$ cat config.mk
export PLATFORM = sky130hd
export DESIGN_NAME = insn_decoder
export DESIGN_NICKNAME = d
export VERILOG_FILES = /design/src/rtl/insn_decoder.sv
export SDC_FILE = /design/constraint.sdc
export NUM_CORES = 1
export LEC_CHECK = 0
export ABC_AREA = 1
export CAP_MARGIN = 20
export CORE_MARGIN = 2
export CORE_UTILIZATION = 44
export CTS_CLUSTER_DIAMETER = 50
export DETAILED_ROUTE_END_ITERATION = 8
export PLACE_DENSITY = 0.76
export SYNTH_ARGS = -nofsm -noshare
export SYNTH_HDL_FRONTEND = slang
export SYNTH_SLANG_ARGS = --single-unit
$ cat constraint.sdc
create_clock -name clk -period 1.6 [get_ports clk]
set_input_delay 0.32 -clock clk [delete_from_list [all_inputs] [get_ports clk]]
set_output_delay 0.32 -clock clk [all_outputs]
set_load 0.005 [all_outputs]
$ cat src/rtl/insn_decoder.sv
// insn_decoder: decode stage behind the instruction fetcher.
// Splits the instruction word into fields, sign-extends the immediate,
// tracks pending register writes with a busy-bit scoreboard and presents
// one registered decoded instruction per cycle over a valid/stall handshake.
// Optional build macro: INSN_DECODER_WB_BYPASS_EN lets a writeback in the
// current cycle release a dependent instruction in that same cycle.
module insn_decoder #(
    parameter int LEN_INSN      = 32,
    parameter int MEM_INSN_ADDR = 10,
    parameter int LEN_OPCODE    = 6,
    parameter int LEN_REGNO     = 5,
    parameter int LEN_WORD      = 32
) (
    input  logic                     clk,
    input  logic                     rst,
    input  logic                     valid_i,
    output logic                     stall_o,
    input  logic [LEN_INSN-1:0]      insn_i,
    input  logic [MEM_INSN_ADDR-1:0] addr_i,
    output logic                     valid_o,
    input  logic                     stall_i,
    output logic [LEN_OPCODE-1:0]    op_o,
    output logic [LEN_REGNO-1:0]     rd_o,
    output logic [LEN_REGNO-1:0]     rs_o,
    output logic [LEN_REGNO-1:0]     rt_o,
    output logic [LEN_WORD-1:0]      imm_o,
    output logic                     wr_en_o,
    output logic [MEM_INSN_ADDR-1:0] addr_o,
    input  logic                     wb_valid_i,
    input  logic [LEN_REGNO-1:0]     wb_regno_i
);

    localparam int NUM_REGS = 2 ** LEN_REGNO;
    localparam int LEN_IMM  = 16;
    localparam int RD_MSB   = LEN_INSN - LEN_OPCODE - 1;
    localparam int RS_MSB   = RD_MSB - LEN_REGNO;
    localparam int RT_MSB   = RS_MSB - LEN_REGNO;

    // Decoded fields of insn_i
    logic [LEN_OPCODE-1:0] dec_op;
    logic [LEN_REGNO-1:0]  dec_rd;
    logic [LEN_REGNO-1:0]  dec_rs;
    logic [LEN_REGNO-1:0]  dec_rt;
    logic [LEN_WORD-1:0]   dec_imm;
    logic                  dec_writes;

    // Handshake
    logic hazard;
    logic out_block;
    logic accept;

    // Scoreboard
    logic [NUM_REGS-1:0] busy_q, busy_d;
    logic [NUM_REGS-1:0] busy_eff;

    // Output register
    logic                     valid_q, valid_d;
    logic [LEN_OPCODE-1:0]    op_q, op_d;
    logic [LEN_REGNO-1:0]     rd_q, rd_d;
    logic [LEN_REGNO-1:0]     rs_q, rs_d;
    logic [LEN_REGNO-1:0]     rt_q, rt_d;
    logic [LEN_WORD-1:0]      imm_q, imm_d;
    logic                     wr_en_q, wr_en_d;
    logic [MEM_INSN_ADDR-1:0] addr_q, addr_d;

    // Split the instruction word into its fields
    always_comb begin
        dec_op     = insn_i[LEN_INSN-1 -: LEN_OPCODE];
        dec_rd     = insn_i[RD_MSB -: LEN_REGNO];
        dec_rs     = insn_i[RS_MSB -: LEN_REGNO];
        dec_rt     = insn_i[RT_MSB -: LEN_REGNO];
        dec_imm    = {{(LEN_WORD-LEN_IMM){insn_i[LEN_IMM-1]}}, insn_i[LEN_IMM-1:0]};
        // Opcodes with the top bit set never write; r0 is a write sink.
        dec_writes = !dec_op[LEN_OPCODE-1] && (dec_rd != '0);
    end

    // Busy view seen by the hazard check (optionally bypassing this cycle's writeback)
    always_comb begin
        busy_eff = busy_q;
`ifdef INSN_DECODER_WB_BYPASS_EN
        if (wb_valid_i) begin
            busy_eff[wb_regno_i] = 1'b0;
        end
`endif
    end

    // Hazard detection and valid/stall handshake toward upstream
    always_comb begin
        hazard    = valid_i && (busy_eff[dec_rs] || busy_eff[dec_rt]
                                || (dec_writes && busy_eff[dec_rd]));
        out_block = valid_q && stall_i;
        stall_o   = valid_i && (hazard || out_block);
        accept    = valid_i && !stall_o;
    end

    // Next state of the output register: load on accept, bubble when free, hold when blocked
    always_comb begin
        // NOTE: every variable gets a default first so no path leaves it unassigned (no latch).
        valid_d = valid_q;
        op_d    = op_q;
        rd_d    = rd_q;
        rs_d    = rs_q;
        rt_d    = rt_q;
        imm_d   = imm_q;
        wr_en_d = wr_en_q;
        addr_d  = addr_q;
        if (accept) begin
            valid_d = 1'b1;
            op_d    = dec_op;
            rd_d    = dec_rd;
            rs_d    = dec_rs;
            rt_d    = dec_rt;
            imm_d   = dec_imm;
            wr_en_d = dec_writes;
            addr_d  = addr_i;
        end else if (!out_block) begin
            valid_d = 1'b0;
        end
    end

    // Scoreboard next state: clear on writeback, then set on accepted writer so set wins
    always_comb begin
        busy_d = busy_q;
        if (wb_valid_i && (wb_regno_i != '0)) begin
            busy_d[wb_regno_i] = 1'b0;
        end
        if (accept && dec_writes) begin
            busy_d[dec_rd] = 1'b1;
        end
        busy_d[0] = 1'b0;
    end

    // Output register state
    always_ff @(posedge clk or negedge rst) begin
        if (!rst) begin
            valid_q <= 1'b0;
            op_q    <= '0;
            rd_q    <= '0;
            rs_q    <= '0;
            rt_q    <= '0;
            imm_q   <= '0;
            wr_en_q <= 1'b0;
            addr_q  <= '0;
        end else begin
            // NOTE: non-blocking assignments so every flop samples pre-edge values.
            valid_q <= valid_d;
            op_q    <= op_d;
            rd_q    <= rd_d;
            rs_q    <= rs_d;
            rt_q    <= rt_d;
            imm_q   <= imm_d;
            wr_en_q <= wr_en_d;
            addr_q  <= addr_d;
        end
    end

    // Scoreboard busy bits
    always_ff @(posedge clk or negedge rst) begin
        if (!rst) begin
            // NOTE: busy bits are plain flops, not a RAM, so they must be reset; a stale bit would deadlock issue.
            busy_q <= '0;
        end else begin
            busy_q <= busy_d;
        end
    end

    assign valid_o = valid_q;
    assign op_o    = op_q;
    assign rd_o    = rd_q;
    assign rs_o    = rs_q;
    assign rt_o    = rt_q;
    assign imm_o   = imm_q;
    assign wr_en_o = wr_en_q;
    assign addr_o  = addr_q;

endmodule
== Yosys cells after proc, flatten, opt, wreduce, memory -nomap -nowiden ==
Cells that the tools add are included.

* Bits in registers: 80
* Input bits: 52
* Output and inout port bits: 66

* Order comparisons: 6
* Eq/ne operators: 1
* Multiplexer cells: 14
* Bitwise logic cells: 3
* Reduce and logical (&&, ||, !) cells: 17

{| class="wikitable"
|+ Operators with widths
! cell !! count
|-
| $mux W32 || 2
|-
| $and A32 B32 Y32 || 1
|-
| $not A32 Y32 || 1
|-
| $or A32 B32 Y32 || 1
|-
| $lt A5 B6 Y1 const B || 4
|-
| $bmux W1 S5 || 3
|-
| $demux W1 S5 || 2
|-
| $ge A5 B1 Y1 const B || 2
|-
| $logic_and A1 B1 Y1 || 10
|-
| $reduce_bool A5 Y1 || 2
|-
| $mux W1 || 7
|-
| $logic_or A1 B1 Y1 || 3
|-
| $logic_not A1 Y1 || 2
|-
| $ne A2 B1 Y1 const B || 1
|}

== Logic depth before layout (Yosys ltp) ==
Gate-level depths: netlist (run 1).

* Word-level depth: 11
* Mapped depth: 17
* Depth with buffers taken out: 15

== Worst setup path after synthesis (run 1) ==
No wires, ideal clock.

* Path kind: input to register
* Start: in insn_i[11]
* End: reg busy_q[19], in the netlist busy_eff[19]
* Arrival: 1.700 ns
* Required time: 1.535 ns
* Slack: -0.165 ns
* Stages on the path: 15
* Buffers on the path: 4
* Path through: buf_4 -> inv_2 -> buf_6 -> nand2_1 -> nand3_1 -> nand3_1 -> nand3_1 -> nand3_1 -> nand2_1 -> nand3_1 -> nor3_2 -> buf_4 -> buf_6 -> nand3_1 -> nand2_1

* Cells in the longest elaborated chain, start to end: 11

{| class="wikitable"
|+ RTL lines
! element !! line !! RTL
|-
| start, declared || 18 || <nowiki>input logic [LEN_INSN-1:0] insn_i,</nowiki>
|-
| $bmux W1 S5 || 89 || <nowiki>hazard = valid_i && (busy_eff[dec_rs] || busy_eff[dec_rt]</nowiki>
|-
| $mux W1 (not written as such) || 89 ||
|-
| $logic_or A1 B1 Y1 || 89 ||
|-
| $logic_or A1 B1 Y1 || 90 || <nowiki>|| (dec_writes && busy_eff[dec_rd]));</nowiki>
|-
| $logic_and A1 B1 Y1 || 89 ||
|-
| $logic_or A1 B1 Y1 || 92 || <nowiki>stall_o = valid_i && (hazard || out_block);</nowiki>
|-
| $logic_and A1 B1 Y1 || 92 ||
|-
| $logic_not A1 Y1 || 93 || <nowiki>accept = valid_i && !stall_o;</nowiki>
|-
| $logic_and A1 B1 Y1 || 93 ||
|-
| $logic_and A1 B1 Y1 || 127 || <nowiki>if (accept && dec_writes) begin</nowiki>
|-
| $mux W32 || 127 ||
|-
| named net busy_d[19] || 53 || <nowiki>logic [NUM_REGS-1:0] busy_q, busy_d;</nowiki>
|-
| end signal, assigned || 163 || <nowiki>busy_q <= busy_d;</nowiki>
|-
| end, declared || 53 ||
|}

The timed path passes the listed nets, and every way through them passes these cells. The select of a mux whose other input is x is not followed.
A chain may end at the register's enable or synchronous reset.

== Worst setup path in the final report (run 1) ==
* Start: in insn_i[24]
* End: reg busy_q[24], in the netlist busy_eff[24]

* Cells in the longest elaborated chain, start to end: 11
* Elaborated cells on any way between the ends: 19

{| class="wikitable"
|+ RTL lines
! element !! line
|-
| $bmux W1 S5 or $reduce_bool A5 Y1 (tied branches) || 90, 74
|-
| $mux W1 (not written as such) or $logic_and A1 B1 Y1 (tied branches) || 90, 74
|-
| $logic_and A1 B1 Y1 || 90
|-
| $logic_or A1 B1 Y1 || 90
|-
| $logic_and A1 B1 Y1 || 89
|-
| $logic_or A1 B1 Y1 || 92
|-
| $logic_and A1 B1 Y1 || 92
|-
| $logic_not A1 Y1 || 93
|-
| $logic_and A1 B1 Y1 || 93
|-
| $logic_and A1 B1 Y1 || 127
|-
| $mux W32 * || 127
|-
| named net busy_d[24] || 53
|}

The timed path passes the listed nets; every way through them passes the cells marked *. The select of a mux whose other input is x is not followed.

==> impl_metrics.csv, run 1 <==
group,metric,value,unit
timing,finalHoldViolCount,0,
clock_tree,cts_num_sinks,75,
finish,syn_to_final_growth,67.4,%
global_routing,grt_start_max_net_pins,32,
status,outcome,"finished with violations",
routing,first_pass_iters,8,
power_and_ir_drop,p_per_area,921,mW/mm2
yosys,ys_ff_latch,75,
floorplan,fp.dieH,104,um
power_and_ir_drop,leakagePower,3.89,nW
timing,min_period_over_period,139,%
global_routing,overflow,0,
floorplan,die_area,0.0109,mm2
run,maxCapViolCount,0,
global_routing,grt_usage,29.2,%
clock_tree,cts_buffers,9,
yosys,yosysTopAreaCell,"dfrtp_1",
clock_tree,clk_pin_slew,90,ps
routing,drc,1,
floorplan,io_pins,118,
timing,fin_skew,19.1,ps
finish,nets,901,
routing,ant_nets,0,
finish,layout-drive-gt1-share,31.4,%
yosys,netlist_instances,653,
setup_path,r2r_cells,18,
power_and_ir_drop,peakVddDrop,0.000545,V
global_routing,grt_first_pass_wirelength,25.4,mm
routing,vias,5495,
clock_tree,clock_latency,370,ps
yosys,synth_nets,705,
timing,rsz0062_at_grt,"yes",
placement,dp_cells,921,
yosys,yosysSeqAreaShare,42.3,%
global_routing,grt_antenna_before_repair,0,
timing,fmax,448,MHz
yosys,syn_area_per_cell,6.80,um2
setup_path,cp-endpoint,"busy_eff[24]",
placement,gp_congestion,0.922,
routing,wl,18.0,mm
placement,port_buffers,117,
finish,utilization,76.0,%
setup_path,worstSetupPathType,"input pin to register",
yosys,synth_top_area_share,42.3,%
finish,antenna_cells,0,
clock_tree,cts_tree,"built",
yosys,netlist_top_cells_area,"dfrtp_1, nand2_1, nand3_1",
clock_tree,clock-root-buffer,"clkbuf_8",
timing,holdWs,429,ps
yosys,yosys_warnings,0,
global_routing,grt_pass1_vias,5049,
timing,drv_slew,0,
floorplan,start_util,45.4,%
routing,wl_per_cell,18.2,um
yosys,synth_cell_types,22,
timing,maxSlewHeadroom,71.7,%
placement,dp_hpwl,10.3,mm
timing,finalWorstSetupSlack,-632,ps
floorplan,row_count,36,
setup_path,crit_start,"insn_i[24]",
setup_path,cp.arrival,2520,ps
setup_path,critPathMaxFanout,8,
setup_path,cp-start-kind,"input pin",
timing,max_slew.worst_pin.slew,425,ps
routing,via_per_inst,5.57,
clock_tree,htreeDepth,3,
setup_path,required,1890,ps
min_path,holdCritPathClass,"input pin to asynchronous set/reset pin",
timing,finalSetupViolCount,76,
setup_path,r2r_end,"busy_eff[24]",
floorplan,core_area,0.00977,mm2
status,violations,"design-rule violations, negative setup slack",
yosys,syn_area,0.00444,mm2
setup_path,crit_path_end_kind,"register",
finish,fin_cells,987,
clock_tree,clockBufferDepth,2,
setup_path,r2r-start,"busy_eff[28]",
setup_path,r2r_slack,-620,ps
routing,drt_iter0_drc,630,
floorplan,die_x,104,um
timing,period_needed,2230,ps
## synthesized netlist by cell type, drive strengths merged
cell type and number:
nand2 267, nand3 95, dfrtp 75, o21ai 59, inv 55, buf 45, nor2 39, nor3 9
clkbuf 2, clkinv 2, nand4 2, a31oi 1, o31ai 1, or2 1
## repair_timing
item | 4_1_cts | 5_1_grt
hold buffers | 1 | 0
pin swaps | 11 | 30
resized for setup | 116 | 164
setup buffers | 19 | 25
endpoints found under the hold margin | 27 | 0
endpoints found under the setup margin | 95 | 102
gates cloned | 10 | 3
## critical path: stages
cell,delay [ps]
dlygate4sd2_1,290
buf_4,180
nor3_2,220
inv_1,100
o21ai_1,220
inv_2,80
nand2_2,80
buf_6,90
buf_6,90
nand3_4,60
nor3_4,170
buf_6,170
buf_12,120
clkbuf_16,150
nand3_1,70
nand2_1,90
## final cells by class
cell class	count	area, um2
well taps	133	166
clock inverters	5	37.5
repair buffers	232	2500
clock buffers	11	131
fillers	648	2340
inverters	57	224
flip-flops and latches	75	1880
multi-input cells	474	2490
## how the worst min path moves through the flow
stage | from | to
CTS | rst | op_o[4]
global route | rst | op_o[4]
finish | rst | op_o[4]
global placement | rst | addr_o[2]
detailed placement | rst | addr_o[2]
floorplan | rst | addr_o[0]
## routing by layer
metal / wire length [um] / GRT usage [%] / vias up / part of all wire [%]
li1: - / - / 2441 / -
met1: 6500 / 36.7 / 2534 / 36
met2: 8920 / 50.3 / 416 / 50
met3: 1810 / 4.70 / 104 / 10
met4: 770 / 11.2 / 0 / 4.3
met5: 0 / 0 / - / 0
## state kept, by name, indices dropped and copies added, names as in the netlist
signal,flops
busy_eff,31
imm_o,11
addr_o,10
op_o,6
rd_o,5
rs_o,5
rt_o,5
valid_o,1
wr_en_o,1
## stage by stage
step	cell area [um2]	total power, mW	worst slack, ps	TNS [ps]
after floorplan	4480	3.49	-124	-6030
after global placement	6060	4.72	-1200	-72410
after detailed placement	6060	4.79	-1230	-76110
after CTS	6840	6.39	-497	-34560
after global routing	7430	7.16	-709	-47590
final	7430	6.85	-632	-41830
## cell families (layout without fill, tap and decap cells)
| logic type | after synthesis | after routing | share of synthesized area, % |
|---|---|---|---|
| simple gates | 413 | 413 | 38.3 |
| buf+inv | 104 | 305 | 12.4 |
| flops | 75 | 75 | 42.3 |
| compound gates | 61 | 61 | 6.96 |
## layout by cell type, fill, tap and decap left out, drive strengths merged
| master | Yosys | layout |
|---|---|---|
| a31oi | 1 | 1 |
| buf | 45 | 112 |
| bufbuf | 0 | 1 |
| clkbuf | 2 | 23 |
| clkdlybuf4s15 | 0 | 2 |
| clkdlybuf4s50 | 0 | 65 |
| clkinv | 2 | 4 |
| clkinvlp | 0 | 2 |
| dfrtp | 75 | 75 |
| dlygate4sd2 | 0 | 17 |
| dlygate4sd3 | 0 | 1 |
| dlymetal6s2s | 0 | 22 |
| inv | 55 | 56 |
| nand2 | 267 | 267 |
| nand3 | 95 | 95 |
| nand4 | 2 | 2 |
| nor2 | 39 | 39 |
| nor3 | 9 | 9 |
| o21ai | 59 | 59 |
| o31ai | 1 | 1 |
| or2 | 1 | 1 |
## power by group
group	switching [mW]	total (mW)	leakage, nW	internal, mW
combinational	1.27	2.89	2.85	1.62
sequential	0.356	2.63	0.962	2.27
clock	0.762	1.33	0.0799	0.570
total	2.39	6.85	3.89	4.46
Power figures use the tool's default switching activity.
==> run 2: changes to the inputs <==
- CORE_UTILIZATION: 44 -> 49
- PLACE_DENSITY: 0.76 -> 0.81
- SKIP_CTS_REPAIR_TIMING: default -> 1
- clock period: 1.6 -> 2.25 ns (I/O delays scaled with it)
==> impl_metrics.csv, run 2 (synthesis results as in run 1) <==
group,metric,value,unit
setup_path,cp-start-kind,"input pin",
clock_tree,cts_num_sinks,75,
placement,dp_hpwl,10.3,mm
status,violations,"negative setup slack",
timing,finalSetupViolCount,1,
timing,fmax,432,MHz
setup_path,critical_path_depth,12,
finish,antenna_cells,0,
routing,wl,14.7,mm
timing,min_period_over_period,103,%
routing,drt_iter0_drc,538,
setup_path,critPathMaxFanout,5,
power_and_ir_drop,peakVddDrop,0.000427,V
placement,place_ws,-809,ps
finish,nets,843,
finish,n_fill_cell,743,
power_and_ir_drop,leakagePower,3.12,nW
placement,gp_congestion,0.946,
routing,first_pass_iters,5,
clock_tree,clock_latency,360,ps
floorplan,core_area,0.00876,mm2
setup_path,crit_path_max_incr_delay,230,ps
setup_path,r2r_slack,200,ps
routing,wl_met2,6.97,mm
timing,period_needed,2310,ps
setup_path,path_buf_inv,4,
setup_path,r2r-start,"busy_eff[26]",
clock_tree,cts_tree,"built",
global_routing,grt_usage,28.6,%
status,outcome,"finished with violations",
finish,layout-drive-gt1-share,14.8,%
clock_tree,clk_pin_slew,80,ps
setup_path,required,1800,ps
routing,wl_per_cell,16.2,um
routing,drc,0,
setup_path,path_cells,"clkbuf_2, inv_1, nor3_2, nand2_1, nand2_1, nor2_1, nand2_1, nand2_2, nand2_2, inv_2, a31oi_2, clkbuf_2",
setup_path,r2r_end,"busy_eff[5]",
routing,ant_nets,0,
clock_tree,cts_buffers,9,
setup_path,critPathTopFamily,"simple AND/OR/NAND/NOR gates",
global_routing,grt_start_max_net_pins,58,
setup_path,critical-path-slowest-cell,"clkbuf_2",
timing,maxSlewHeadroom,69.6,%
routing,highest_layer,"met4",
clock_tree,clockBufferDepth,2,
timing,setup_tns,-63.6,ps
timing,fin_skew,12.4,ps
setup_path,cp.arrival,1860,ps
finish,largest_reg_flops,31,
global_routing,grt_pass1_vias,4556,
finish,utilization,70.7,%
timing,finalWorstSetupSlack,-63.6,ps
finish,syn_to_final_growth,39.6,%
floorplan,die_x,99.2,um
floorplan,die_area,0.00984,mm2
floorplan,start_util,50.7,%
global_routing,overflow,0,
setup_path,cp-endpoint,"stall_o",
finish,seqCellArea,0.00188,mm2
timing,max_slew.worst_pin.slew,456,ps
placement,dpl_cell_area,0.00580,mm2
routing,via_per_inst,5.47,
floorplan,fp.dieH,99.2,um
setup_path,worstSetupPathType,"input pin to primary output",
global_routing,grt_antenna_before_repair,0,
setup_path,worst_path_most_repeated_cell,"nand2_1",
finish,final_common_cell,"nand2_1",
floorplan,row_count,34,
min_path,holdCritPathClass,"input pin to asynchronous set/reset pin",
power_and_ir_drop,power,4.33,mW
placement,port_buffers,117,
power_and_ir_drop,p_per_area,698,mW/mm2
timing,rsz0062_at_grt,"yes",
timing,finalHoldViolCount,0,
floorplan,io_pins,118,
run,maxCapViolCount,0,
clock_tree,clock-root-buffer,"clkbuf_8",
global_routing,grt_first_pass_wirelength,22.5,mm
finish,multi_input_area,0.00213,mm2
setup_path,crit_path_end_kind,"primary output",
finish,layout_common_cells,"nand2_1, clkdlybuf4s50_1, nand3_1, dfrtp_1, buf_4",
setup_path,crit_start,"insn_i[23]",
routing,vias,4941,
routing,wl_met1,5.83,mm
timing,drv_slew,0,
finish,fin_area,0.00620,mm2
setup_path,r2r_cells,14,
routing,wl_met3,1.44,mm
clock_tree,htreeDepth,3,
[run 2: power by group]
part	total (mW)	internal, mW	switching, mW
registers	1.84	1.62	0.228
clock network	0.960	0.432	0.527
logic	1.53	0.870	0.656
total	4.33	2.92	1.41
[run 2: final cells by class]
type	count	area share, %
sequential	75	30.4
tap	108	2.18
inverter	57	3.55
timing repair inverter	1	0.121
timing repair buffer	173	26.6
clock inverter	5	0.585
multi-input combinational	474	34.3
clock buffer	11	2.28
[run 2: worst min-delay path by stage]
stage | from | to | slack (ps)
5_1_grt | rst | rd_o[3] | 50
3_3_place_gp | rst | busy_eff[17] | 420
4_1_cts | rst | rs_o[4] | 50
2_1_floorplan | rst | addr_o[0] | 150
3_5_place_dp | rst | busy_eff[7] | 430
6_report | rst | busy_eff[6] | 30
[run 2: stage by stage]
step | hold WS [ps] | instances
after global placement | 417 | 879
after floorplan | 154 | 653
after global routing | 52.8 | 904
after CTS | 48.4 | 895
after detailed placement | 432 | 879
final | 26.8 | 904
[run 2: worst register-to-register path: cells and delay by family (launching register included)]
family / cells / cell delay (ps)
buffers and inverters: 4 / 570
AND/OR/NAND/NOR: 10 / 1000
flip-flops: 1 / 430
[run 2: routing by layer]
metal | track usage [%] | vias to the layer above
met5 | 0 | -
met4 | 11.8 | 0
met3 | 5.90 | 40
met2 | 45.8 | 315
met1 | 38.0 | 2267
li1 | - | 2319
==> run 3: changes to the inputs <==
- SKIP_LAST_GASP: default -> 1
==> results of run 3 <==
Final layout, timing and power as in run 2 (identical DEF).
